`src/rtl/fetch_byte_queue.sv`:
```
// Circular byte queue between I-cache fetch and the opcode decoder.
// Accepts aligned fetch blocks, presents a decode window at the current PC, advances on consume.
module fetch_byte_queue #(
   parameter  int DEPTH_BYTES = 32,
   parameter  int FILL_BYTES  = 8,
   parameter  int WIN_BYTES   = 16,
   localparam int PTR_W       = $clog2(DEPTH_BYTES),
   localparam int CNT_W       = PTR_W + 1,
   localparam int WB_W        = $clog2(WIN_BYTES) + 1
) (
   input  logic                   clk,
   input  logic                   reset_n,
   input  logic                   flush,
   input  logic [63:0]            flush_pc,
   input  logic                   fill_valid,
   output logic                   fill_ready,
   input  logic [8*FILL_BYTES-1:0] fill_data,
   output logic [8*WIN_BYTES-1:0]  win_data,
   output logic [WB_W-1:0]         win_bytes,
   output logic [63:0]            win_pc,
   input  logic                   consume_valid,
   input  logic [3:0]             consume_len,
   output logic [CNT_W-1:0]        occupancy
);

   logic [7:0]       mem [DEPTH_BYTES];
   logic [PTR_W-1:0] rd_ptr;
   logic [PTR_W-1:0] wr_ptr;
   logic [CNT_W-1:0] count;
   logic [CNT_W-1:0] count_n;
   logic [CNT_W-1:0] cons;
   logic [63:0]      pc;
   logic             fill_fire;

   // Fill handshake: a block transfers on any rising edge where fill_valid and
   // fill_ready are both high; fill_ready depends only on the registered count,
   // so a same-cycle consume never opens room for a fill.
   assign fill_ready = (count <= CNT_W'(DEPTH_BYTES - FILL_BYTES));
   assign fill_fire  = fill_valid & fill_ready;

   assign win_bytes = (count > CNT_W'(WIN_BYTES)) ? WB_W'(WIN_BYTES) : WB_W'(count);
   assign win_pc    = pc;
   assign occupancy = count;

   // Over-long consume is clamped to what the window actually holds.
   always_comb begin
      cons = '0;
      if (consume_valid) begin
         if (CNT_W'(consume_len) > CNT_W'(win_bytes))
            cons = CNT_W'(win_bytes);
         else
            cons = CNT_W'(consume_len);
      end
   end

   always_comb begin
      count_n = count + (fill_fire ? CNT_W'(FILL_BYTES) : '0) - cons;
   end

   always_ff @(posedge clk or negedge reset_n) begin
      if (!reset_n) begin
         rd_ptr <= '0;
         wr_ptr <= '0;
         count  <= '0;
         pc     <= '0;
      end else if (flush) begin
         rd_ptr <= '0;
         wr_ptr <= '0;
         count  <= '0;
         pc     <= flush_pc;
      end else begin
         count  <= count_n;
         rd_ptr <= rd_ptr + PTR_W'(cons);
         pc     <= pc + 64'(cons);
         if (fill_fire)
            wr_ptr <= wr_ptr + PTR_W'(FILL_BYTES);
      end
   end

   // Storage needs no reset: count masks every stale byte out of the window.
   always_ff @(posedge clk) begin
      if (fill_fire && !flush) begin
         for (int j = 0; j < FILL_BYTES; j++)
            mem[wr_ptr + PTR_W'(j)] <= fill_data[8*j +: 8];
      end
   end

   // Pointer arithmetic wraps modulo DEPTH, so the window crosses the wrap point freely.
   for (genvar i = 0; i < WIN_BYTES; i++) begin : g_win
      logic [PTR_W-1:0] idx;
      assign idx = rd_ptr + PTR_W'(i);
      assign win_data[8*i +: 8] = (WB_W'(i) < win_bytes) ? mem[idx] : 8'h00;
   end

   always_ff @(posedge clk) begin
      if (reset_n && !flush && consume_valid) begin
         assert (CNT_W'(consume_len) <= CNT_W'(win_bytes))
            else $warning("decoder consumed %0d bytes with only %0d in window; clamped",
                          consume_len, win_bytes);
      end
   end

endmodule
```
`config.mk`:
```
export PLATFORM = sky130hd
export DESIGN_NAME = fetch_byte_queue
export DESIGN_NICKNAME = d
export VERILOG_FILES = /design/src/rtl/fetch_byte_queue.sv
export SDC_FILE = /design/constraint.sdc
export NUM_CORES = 1
export LEC_CHECK = 0
export CAP_MARGIN = 20
export CELL_PAD_IN_SITES_DETAIL_PLACEMENT = 0
export CELL_PAD_IN_SITES_GLOBAL_PLACEMENT = 1
export CORE_ASPECT_RATIO = 1.1
export CORE_MARGIN = 2
export CORE_UTILIZATION = 46
export DETAILED_ROUTE_END_ITERATION = 8
export PLACE_DENSITY_LB_ADDON = 0.2
export SETUP_SLACK_MARGIN = 0.2
export SYNTH_ARGS = -nofsm -noshare
export SYNTH_HDL_FRONTEND = slang
export SYNTH_SLANG_ARGS = --single-unit
```
`constraint.sdc`:
```
create_clock -name clk -period 5.39 [get_ports clk]
set_input_delay 0.8085 -clock clk [delete_from_list [all_inputs] [get_ports clk]]
set_output_delay 0.8085 -clock clk [all_outputs]
set_load 0.05 [all_outputs]
```
## Word-level counts from Yosys, hierarchy flattened

Memories as Yosys holds them, arrays and structs flattened.
Cells that the tools add are included.

| storage, ports and cells | value |
|---|---|
| output and inout bits | 204 |
| flip-flop bits (word level) | 80 |
| bits of input ports | 137 |
| RAM bits | 256 |
| logic and storage cells | 82 |
| memories | 1 |

Memories:

| name | words | bits a word | read ports | clocked after Yosys merged registers in | wr ports | RTL line | source |
|---|---|---|---|---|---|---|---|
| mem | 32 | 8 | 16 | 0 | 8 | 26 | `logic [7:0] mem [DEPTH_BYTES];` |

| operators by class | value |
|---|---|
| bitwise operators | 1 |
| add/subtract/negate cells | 27 |
| mux-type cells | 27 |
| reductions and logical operators | 3 |
| magnitude comparators | 19 |

Operator list:

| kind | number |
|---|---|
| $mux W8 | 16 |
| $add A64 B6 Y64 | 1 |
| $mux W64 | 1 |
| $add A5 B4 Y5 const B | 9 |
| $add A5 B3 Y5 const B | 8 |
| $lt A4 B5 Y1 const A | 8 |
| $mux W5 | 5 |
| $add A5 B2 Y5 const B | 4 |
| $lt A3 B5 Y1 const A | 4 |
| $mux W6 | 2 |
| $add A5 B1 Y5 const B | 2 |
| $lt A1 B5 Y1 const A | 2 |
| $lt A2 B5 Y1 const A | 2 |
| $add A6 B4 Y6 | 1 |
| $gt A6 B5 Y1 const B | 1 |
| $le A6 B5 Y1 const B | 1 |
| $sub A6 B6 Y6 | 1 |
| $add A5 B5 Y5 | 1 |
| $gt A4 B5 Y1 | 1 |
| $mux W4 | 1 |
| $mux W1 | 2 |
| $reduce_bool A2 Y1 | 1 |
| $and A1 B1 Y1 | 1 |
| $logic_and A1 B1 Y1 | 1 |
| $logic_not A1 Y1 | 1 |

## Logic depth before layout (Yosys ltp)

| logic depth | value |
|---|---|
| depth after elaboration | 7 |
| depth in mapped cells | 18 |
| depth with buffers taken out | 17 |

## Worst setup path after synthesis

OpenSTA, ideal clock, no wires.

| timing path | value |
|---|---|
| kind | reg2reg |
| start | reg count[5] (netlist: occupancy[5]) |
| end | reg pc[60] (netlist: win_pc[60]) |
| cell stages (with the launch flop) | 16 |
| data required time | 5.308 ns |
| setup time | 0.082 ns |
| path buffers | 1 |
| arrival time | 5.515 ns |
| slack | -0.207 ns |
| period minus slack after synthesis | 5.597 ns |
| path through | dfrtp_1 > nor2_1 > clkinv_1 > nor2_1 > ha_1 > nand4_1 > nand2_1 > a21oi_1 > mux2i_1 > fa_1 > a211oi_1 > o21ba_2 > clkbuf_1 > or3_1 > or4_1 > a31oi_1 |

| on the way | value |
|---|---|
| word-level cells in the longest chain between the ends | 7 |

Ends and longest elaborated chain:

| item | RTL line | source |
|---|---|---|
| start: declaration | 29 | `logic [CNT_W-1:0] count;` |
| start signal: assignment | 72 | `count <= count_n;` |
| $gt A6 B5 Y1 * | 41 | `assign win_bytes = (count > CNT_W'(WIN_BYTES)) ? WB_W'(WIN_BYTES) : WB_W'(count);` |
| $mux W5 * | 41 |  |
| via win_bytes[4] | 19 | `output logic [WB_W-1:0] win_bytes,` |
| $gt A4 B5 Y1 | 49 | `if (CNT_W'(consume_len) > CNT_W'(win_bytes))` |
| $mux W5 * | 49 |  |
| $mux W6 * | 48 | `if (consume_valid) begin` |
| $add A64 B6 Y64 * | 74 | `pc <= pc + 64'(cons);` |
| $mux W64 * | 66 | `end else if (flush) begin` |
| end signal: assignment | 70 | `pc <= flush_pc;` |
| end signal: assignment | 74 |  |
| end: declaration | 32 | `logic [63:0] pc;` |

Mark *: on every way through the listed nets, which the timed path passes. The rest lies on a longest branch.
A chain may end at the register's enable or synchronous reset.

## Final worst setup path

| timing path | value |
|---|---|
| start | reg rd_ptr[2] |
| end | out win_data[19] |

| on the way | value |
|---|---|
| word-level cells in the longest chain between the ends | 3 |

Ends and longest elaborated chain:

| item | RTL line | source |
|---|---|---|
| start: declaration | 27 | `logic [PTR_W-1:0] rd_ptr;` |
| start signal: assignment | 73 | `rd_ptr <= rd_ptr + PTR_W'(cons);` |
| $add A5 B2 Y5 | 91 | `assign idx = rd_ptr + PTR_W'(i);` |
| $mem_v2 Z32 W8 | -- |  |
| $mux W8 | 92 | `assign win_data[8*i +: 8] = (WB_W'(i) < win_bytes) ? mem[idx] : 8'h00;` |
| end: declaration | 18 | `output logic [8*WIN_BYTES-1:0] win_data,` |

Every way passes these cells.

==> metrics <==
initial antenna violation count=8; die span in y=263 um; vias in the first global route=23300; top cell type's share of synthesized area=0.274; worst endpoint data arrival time=4.43 ns; Synth Flop Type=edfxtp_1; Final Util=0.566; Synth async-reset ratio=0.231; synth unique cells=71; Syn Nets=2625; CP max FO=12; Setup Viol. Count Final=0; die footprint=0.0629 mm^2; syn_area_per_cell=11.4 um^2; clk_skew=0.0187 ns; H-tree depth=2; RSZ-0062 raised after global routing=yes; nets=2894; area leader, netlist=edfxtp_1; Place WS=0.325 ns; clock buffer count from CTS=38; Final ANT Viol Nets=0; clk root buf=clkbuf_16; Synth Warn #=0; Cell Area, Synth=0.0280 mm^2; Post-synth EDFFs=256; global-route wire length before repair=160 mm; Worst Hold Class=input pin to async pin; Final Routed Wirelength=113 mm; Worst Setup Start Kind=register; Residual DRC=0; CTS tree=done; # port buffers=340; IO Count=341; CP required=4.58 ns; Worst-Margin Slew=1.15 ns; GRT overflow=0; post-synthesis sequential area ratio=0.343; Chip Width=239 um; post-layout worst setup margin=0.154 ns; status=completed; CTS Sinks=333; Final TNS setup=0 ns; Starting Density=0.467; Final min period=5.24 ns; Slew HR=0.236; FF+latch count, synth=333; vias per inst=7.04; crit share post-route=0.971; largest cells by area after synthesis=edfxtp_1 27%, mux4_2 21%, dfrtp_1 6.9%, a21o_1 6.2%, mux2i_1 5.6%; all-layer global routing usage=0.350; clk buf depth=3; row cnt=94; Routed WL per cell=32.2 um; Max-Cap Viols=0; kind of critical path=register to primary output; First-pass DRT Iterations=6; Final Max Slew Viols=0; Clock transition at path regs=0.06 ns; final hold viol count=0; core area=0.0600 mm^2; Starting DRT DRC Count=3502; GPL Wtd Cong=1.01; Clock Latency Late Sink=0.58 ns; via count=24700; pin count of the biggest net entering global routing=127; Fmax=191 MHz; CP Capture Type=primary output; post-synthesis cell count=2447; HPWL Detailed=83.1 mm; P&R area growth vs syn=21.3%; share of layout cells above drive strength 1=0.240
-- sequential cells by signal, summed over array words and instances (netlist names) --
signal / flops
mem: 256
wr_ptr: 2
win_pc: 64
occupancy: 6
rd_ptr: 5
-- worst max-delay path, cell delays in order (launching register included) --
cell,delay [ns]
dfrtp_2,0.43
buf_4,0.30
ha_1,0.54
nand2_1,0.20
xnor2_1,0.25
nand2_1,0.54
o221ai_1,0.67
clkdlybuf4s50_1,0.91
-- final cells by class --
cell class / count / area [um^2]
clock inverters: 20 / 170
inverters: 33 / 125
fillers: 5066 / 26000
well taps: 768 / 961
repair buffers: 457 / 4540
multi-input cells: 1853 / 17500
clock buffers: 49 / 1050
diodes: 2 / 5.00
flip-flops and latches: 333 / 9620
-- cell usage after synthesis, drive strengths merged, types with 5 or more instances --
cell     count
inv         31
nand4       23
a21oi       55
and2        13
o22ai       24
o22a         7
o32ai        9
nor3        30
nor4        33
o21ai       86
o221ai      40
a22o        16
nor2b       68
xor2        17
mux2       123
nand2b       5
a31oi       16
a221o       29
buf         69
nor3b        7
nor2       114
a21o       233
and3         5
o2111ai     10
xnor2       43
o211ai      18
ha          37
or4         26
o31ai        9
edfxtp     256
nand3       46
mux2i      158
nand2      166
mux4       259
clkbuf     156
or3         26
dfrtp       77
a211oi      17
a22oi       43
-- routing by layer --
layer / wire [um] / global-route usage
met4: 4940 / 0.131
met5: 58 / 0
met3: 14900 / 0.106
met1: 43500 / 0.487
met2: 49700 / 0.514
-- placed cells by master (no fill, tap or decap), types with 27 or more instances in the layout --
cell / Yosys / routed
mux2i_1: 158 / 158
clkdlybuf4s50_1: 0 / 270
inv_1: 30 / 29
clkbuf_16: 0 / 41
nand2_1: 166 / 164
edfxtp_1: 256 / 256
a21o_1: 233 / 233
dfrtp_1: 77 / 73
o21ai_0: 84 / 68
a21oi_1: 55 / 55
buf_12: 0 / 27
o221ai_1: 40 / 39
a221o_1: 29 / 29
mux2_2: 123 / 123
mux4_2: 259 / 259
nor4_1: 31 / 30
a22oi_1: 43 / 43
nor2b_1: 68 / 68
buf_4: 3 / 152
nor3_1: 30 / 30
nand3_1: 46 / 46
ha_1: 37 / 35
xnor2_1: 43 / 41
nor2_1: 114 / 104
-- path summary, 6_finish.rpt --
check | from | end | slack, ns | cells past startpoint
worst max-delay path | rd_ptr[2] | win_data[19] | 0.15 | 7
worst min-delay path | reset_n | occupancy[4] | 0.12 | 1
worst max register to register | occupancy[4] | win_pc[37] | 0.49 | 19
worst min register to register | wr_ptr[4] | wr_ptr[4] | 0.60 | 2
max in group asynchronous | reset_n | win_pc[33] | 4.15 | 2
min in group clk | wr_ptr[4] | wr_ptr[4] | 0.60 | 2
-- cells by family after synthesis --
family | after synthesis | share of synthesized area
adders and majority gates | 41 | 0.0194
DFF | 333 | 0.343
muxes | 540 | 0.314
other | 2 | 0.000268
buffers and inverters | 261 | 0.0377
xor gates and xnor gates | 60 | 0.0188
AOI/OAI and AO/OA | 630 | 0.161
and+or+nand+nor | 580 | 0.105
-- what timing repair did --
action,in CTS,in global routing
cloned,0,2
resized for setup,1,10
hold endpoints to repair,0,0
pin swaps,0,1
hold buffers,0,0
setup endpoints to repair,4,28
setup buffers,0,5
-- per-stage QoR --
| step | cells | cell area, um^2 | hold WS [ns] |
|---|---|---|---|
| 2_1_floorplan | 2447 | 28000 | 0.513 |
| 3_3_place_gp | 3437 | 32600 | 0.563 |
| 3_5_place_dp | 3437 | 32600 | 0.585 |
| 4_1_cts | 3506 | 33800 | 0.111 |
| 5_1_grt | 3514 | 34000 | 0.131 |
| 6_report | 3515 | 34000 | 0.122 |
Power is left out: the tool's default activity adds up to more than one toggle a clock period on the data nets, which glitch-free logic cannot reach.
